$ cat src/rtl/etapa_fetch.sv
// Instruction-fetch stage: owns the PC, drives a synchronous-read instruction memory
// and feeds the IF/ID register, with a one-entry skid buffer for decode stalls.
module etapa_fetch #(
   parameter int                  PC_WIDTH    = 8,
   parameter int                  INSTR_WIDTH = 14,
   parameter logic [PC_WIDTH-1:0] RESET_PC    = '0,
   parameter logic [3:0]          HALT_OPCODE = 4'hF
) (
   input  logic                   clk,
   input  logic                   rst_n,
   input  logic                   stall,
   input  logic                   branch_taken,
   input  logic [PC_WIDTH-1:0]    branch_target,
   output logic [PC_WIDTH-1:0]    imem_addr,
   input  logic [INSTR_WIDTH-1:0] imem_data,
   output logic [INSTR_WIDTH-1:0] instruction_out,
   output logic [PC_WIDTH-1:0]    pc_out,
   output logic                   valid_out,
   output logic                   halted
);

   typedef enum logic [1:0] {RUN, STALL, HALT} state_t;

   state_t                 state;
   logic [PC_WIDTH-1:0]    pc;
   logic [PC_WIDTH-1:0]    pc_q;
   logic                   pend_valid;
   logic [INSTR_WIDTH-1:0] hold_instr;
   logic [PC_WIDTH-1:0]    hold_pc;
   logic                   hold_valid;

   logic [INSTR_WIDTH-1:0] sel_instr;
   logic [PC_WIDTH-1:0]    sel_pc;
   logic                   sel_valid;
   logic                   sel_is_halt;

   assign imem_addr = pc;

   // The skid word, when present, is always older than the word on imem_data.
   always_comb begin
      sel_instr = imem_data;
      sel_pc    = pc_q;
      sel_valid = pend_valid;
      if (hold_valid) begin
         sel_instr = hold_instr;
         sel_pc    = hold_pc;
         sel_valid = 1'b1;
      end
      sel_is_halt = sel_valid && (sel_instr[INSTR_WIDTH-1 -: 4] == HALT_OPCODE);
   end

   always_ff @(posedge clk) begin
      if (!rst_n) begin
         state           <= RUN;
         pc              <= RESET_PC;
         pc_q            <= '0;
         pend_valid      <= 1'b0;
         hold_instr      <= '0;
         hold_pc         <= '0;
         hold_valid      <= 1'b0;
         instruction_out <= '0;
         pc_out          <= '0;
         valid_out       <= 1'b0;
         halted          <= 1'b0;
      end else if (state == HALT) begin
         instruction_out <= '0;
         valid_out       <= 1'b0;
         halted          <= 1'b1;
      end else if (branch_taken) begin
         pc              <= branch_target;
         pend_valid      <= 1'b0;
         hold_valid      <= 1'b0;
         instruction_out <= '0;
         valid_out       <= 1'b0;
         state           <= RUN;
      end else if (stall) begin
         if (state == RUN) begin
            if (pend_valid && !hold_valid) begin
               hold_instr <= imem_data;
               hold_pc    <= pc_q;
               hold_valid <= 1'b1;
            end
            pc_q       <= pc;
            pend_valid <= 1'b1;
            state      <= STALL;
         end
      end else begin
         instruction_out <= sel_valid ? sel_instr : '0;
         pc_out          <= sel_pc;
         valid_out       <= sel_valid;
         hold_valid      <= 1'b0;
         pc_q            <= pc;
         pc              <= pc + PC_WIDTH'(1);
         // Leaving a stall with an empty skid presents mem[pc] now; the memory re-reads
         // the same address this edge, so that next arrival is a duplicate to drop.
         pend_valid      <= !(state == STALL && !hold_valid);
         state           <= sel_is_halt ? HALT : RUN;
      end
   end

endmodule

$ cat config.mk
export PLATFORM = sky130hd
export DESIGN_NAME = etapa_fetch
export DESIGN_NICKNAME = d
export VERILOG_FILES = /design/src/rtl/etapa_fetch.sv
export SDC_FILE = /design/constraint.sdc
export NUM_CORES = 1
export LEC_CHECK = 0
export ABC_CLOCK_PERIOD_IN_PS = 2100
export CORE_MARGIN = 3
export CORE_UTILIZATION = 35
export CTS_BUF_LIST = sky130_fd_sc_hd__clkbuf_8
export CTS_CLUSTER_SIZE = 8
export DETAILED_ROUTE_END_ITERATION = 8
export PLACE_DENSITY = 0.56
export SETUP_SLACK_MARGIN = 0.2
export SYNTH_ARGS = -nofsm -noshare
export SYNTH_HDL_FRONTEND = slang
export SYNTH_SLANG_ARGS = --single-unit
export TNS_END_PERCENT = 50
$ cat constraint.sdc
create_clock -name clk -period 2.1 [get_ports clk]
set_clock_uncertainty 0.15 [all_clocks]
set_input_delay 0.21 -clock clk [delete_from_list [all_inputs] [get_ports clk]]
set_output_delay 0.21 -clock clk [all_outputs]
set_load 0.01 [all_outputs]
==> flow_summary_export.csv <==
group,metric,value,unit
setup_path,crit_type,"flip-flop to primary output",
power,power.static_leakage,1.594,nW
setup_path,crit_slowest_cell,"sky130_fd_sc_hd__clkdlybuf4s50_1",
drt,pre_repair_dr_iteration_count,4,
global_routing,grt-ovfl-total,0,
setup_path,worst-endpoint-arrival,1410,ps
floorplanning,top_level_ports,58,
global_routing,grt_pass1_wl,11.78,mm
synthesis,ys_types,41,
clocking,clock_insertion_delay_worst_skew,330,ps
global_routing,grt_max_degree,53,
timing,period_minus_slack,1771,ps
layout,finalNetCount,408,
floorplanning,core,8217,sq um
synthesis,yosysMostFrequentCell,"sky130_fd_sc_hd__dfxtp_1",
flow_run,drv.max_cap_violation_count,0,
drt,wl_per_cell,14.28,um
clocking,post_cts_resize_count,0,
setup_path,critPathRequiredTime,1740,ps
clocking,holdBufCountCts,0,
place,gp_weighted_congestion,0.7753,
drt,route.vias.total,2402,
worst_hold_path,min_path_type,"flip-flop to flip-flop",
setup_path,critical_path.startpoint_type,"flip-flop",
timing,timing_worst_slew_pin_value,431.4,ps
floorplanning,die-width,98.20,um
floorplanning,floorplan.die_area,9643,sq um
place,io_buffer_count,57,
place,numPlacedInstances,475,
clocking,cts.reportedPaths.clkPinSlew,70,ps
clocking,cts_tree,"done",
drt,via_per_inst,4.892,
synthesis,synthDominantCellAreaShare,0.4441,
power,power_per_unit_of_standard_cell_area,724.4,nW/um^2
synthesis,synth_area_per_cell,9.099,sq um
layout,drive_gt1_frac,0.08808,
timing,finalSetupTns,0,ps
clocking,cts_setup_buffers,0,
timing,final-max-slew-violation-count,0,
setup_path,timing.critical_path.cells,"clkdlybuf4s50_1",
clocking,clkSinkCount,66,
synthesis,async_reset_ff_frac,0,
setup_path,path_delay_family,"buffers and inverters",
synthesis,synthesis.area,2975,sq um
timing,final-hold-violation-count,0,
global_routing,via_count_of_the_first_global_routing_pass,2338,
drt,totalWireLength,7.012,mm
layout,instances_no_fill,491,
power,ir_worst_vdd,0.0004435,V
drt,met2_length,3.181,mm
setup_path,slowest_stage_delay_cp,600,ps
layout,syn_to_final_growth,31.62,%
global_routing,track_usage,0.1515,
synthesis,synth.yosys.seq_area_share,0.4441,
setup_path,timing.critical_path.fanout_max,7,
setup_path,crit_path_end_kind,"primary output",
setup_path,crit_buf_inv,1,
timing,grt_setup_unrepaired,"false",
floorplanning,rows,33,
clocking,cts_htree_levels,3,
clocking,clk_root_buffer_cell,"sky130_fd_sc_hd__clkbuf_8",
synthesis,synth.top_cells.by_count,"66 x sky130_fd_sc_hd__dfxtp_1, 40 x sky130_fd_sc_hd__mux2i_1, 38 x sky130_fd_sc_hd__nand2_1",
drt,dr.max_layer_used,"met4",
synthesis,number_of_enable_type_register_cells_in_the_synthesized_netlist,0,
synthesis,synthDominantAreaCellType,"sky130_fd_sc_hd__dfxtp_1",
drt,route.layer.met1.wl,3.389,mm
layout,num_antenna_cells,0,
layout,final.fill_count,767,
drt,detailroute.wirelength.met3,406,um
floorplanning,die-height,98.20,um
floorplanning,start_util,0.3621,
drt,drc,0,
timing,maxClockFrequency,564.8,MHz
synthesis,ys_seq_elements,66,
status,run_status,"complete, no violations",
timing,setup_violations,0,
synthesis,synth.top_cells.by_area,"sky130_fd_sc_hd__dfxtp_1 44%, sky130_fd_sc_hd__mux2i_1 13%, sky130_fd_sc_hd__nor2b_1 6.5%, sky130_fd_sc_hd__a21oi_1 5.7%, sky130_fd_sc_hd__nand2_1 4.8%",
drt,drt_first_iter_violations,77,
synthesis,post_synth_top_flop,"sky130_fd_sc_hd__dfxtp_1",
timing,maxSlewHeadroom,0.7111,
drt,drtAntennaViolNets,0,
synthesis,syn_nets,354,
synthesis,synthesis.yosys.warnings,0,
place,dpl.hpwl,4.536,mm
timing,final.period_utilization,0.8431,
clocking,cts-buffers-inserted,9,
synthesis,postSynthCellCount,327,
clocking,cts_buffer_depth,2,
global_routing,antenna_found_initial,0,
==> placed cells by master (no fill, tap or decap), types with 2 or more instances in the layout <==
cell	count
sky130_fd_sc_hd__nand3_1	3
sky130_fd_sc_hd__o211ai_1	3
sky130_fd_sc_hd__nor4b_1	2
sky130_fd_sc_hd__o21ai_0	5
sky130_fd_sc_hd__mux2i_1	40
sky130_fd_sc_hd__inv_1	2
sky130_fd_sc_hd__dfxtp_1	66
sky130_fd_sc_hd__clkinv_2	2
sky130_fd_sc_hd__a21oi_1	34
sky130_fd_sc_hd__o211a_1	9
sky130_fd_sc_hd__clkbuf_8	10
sky130_fd_sc_hd__buf_12	4
sky130_fd_sc_hd__nand3b_1	13
sky130_fd_sc_hd__nor3_1	3
sky130_fd_sc_hd__nand2b_1	5
sky130_fd_sc_hd__nor4_1	2
sky130_fd_sc_hd__clkdlybuf4s50_1	57
sky130_fd_sc_hd__nor2b_1	31
sky130_fd_sc_hd__bufinv_16	2
sky130_fd_sc_hd__nor2_1	22
sky130_fd_sc_hd__buf_4	9
sky130_fd_sc_hd__a21boi_0	4
sky130_fd_sc_hd__nand2_1	38
==> final cells by class <==
| class | count | area (sq um) | area share |
|---|---|---|---|
| timing repair buffer | 70 | 718.2 | 0.1834 |
| sequential | 66 | 1321 | 0.3374 |
| tap | 105 | 131.4 | 0.03355 |
| multi-input combinational | 233 | 1523 | 0.3888 |
| clock inverter | 6 | 81.33 | 0.02077 |
| clock buffer | 10 | 137.6 | 0.03514 |
| inverter | 1 | 3.754 | 0.0009585 |
==> through the flow <==
step	cell area [sq um]	hold WS, ps	utilization	power (W)	worst slack (ps)
4_1_cts	3916	325.3	0.4766	0.002883	294.9
2_1_floorplan	2975	226.2	-	0.001526	549.3
3_3_place_gp	3697	302.9	0.4500	0.001689	245.7
6_report	3916	322.7	0.4766	0.002837	329.4
3_5_place_dp	3697	307.9	0.4500	0.001690	241.6
5_1_grt	3916	367.5	0.4766	0.002965	277.0
==> routing by layer <==
layer | track usage | vias to the layer above
li1 | - | 1242
met1 | 0.2038 | 1097
met2 | 0.2366 | 59
met3 | 0.05143 | 4
met4 | 0.03466 | 0
met5 | 0 | -
==> report_power, final <==
group | switching [W] | internal, W | total, W
registers | 0.0000397 | 0.00129 | 0.00133
clock network | 0.000485 | 0.000693 | 0.00118
logic | 0.000146 | 0.000182 | 0.000328
total | 0.000671 | 0.00217 | 0.00284
==> cell families after synthesis <==
| kind of cell | after synthesis | share of synthesized area |
|---|---|---|
| flops | 66 | 0.4441 |
| simple gates | 125 | 0.2204 |
| mux | 40 | 0.1346 |
| buf+inv | 28 | 0.04415 |
| compound gates | 67 | 0.1527 |
| fa+ha+maj | 1 | 0.004205 |
==> worst paths after layout <==
kind,from,end,slack (ps),cells after the start
setup / recovery,imem_addr[0]$_SDFFE_PN0P_,imem_addr[0],330,1
hold / removal,halted$_SDFFE_PN0P_,halted$_SDFFE_PN0P_,320,1
setup reg to reg,state[0]$_SDFFE_PN0P_,imem_addr[7]$_SDFFE_PN0P_,450,4
hold reg to reg,halted$_SDFFE_PN0P_,halted$_SDFFE_PN0P_,320,1
==> flip-flops by register name, indices dropped and copies added, names as in the netlist <==
signal           cells
instruction_out     14
pend_valid           1
hold_instr          14
state                2
halted               1
valid_out            1
pc_q                 8
imem_addr            8
pc_out               8
hold_pc              8
hold_valid           1
Note: power is estimated with default switching activity, not from simulation.
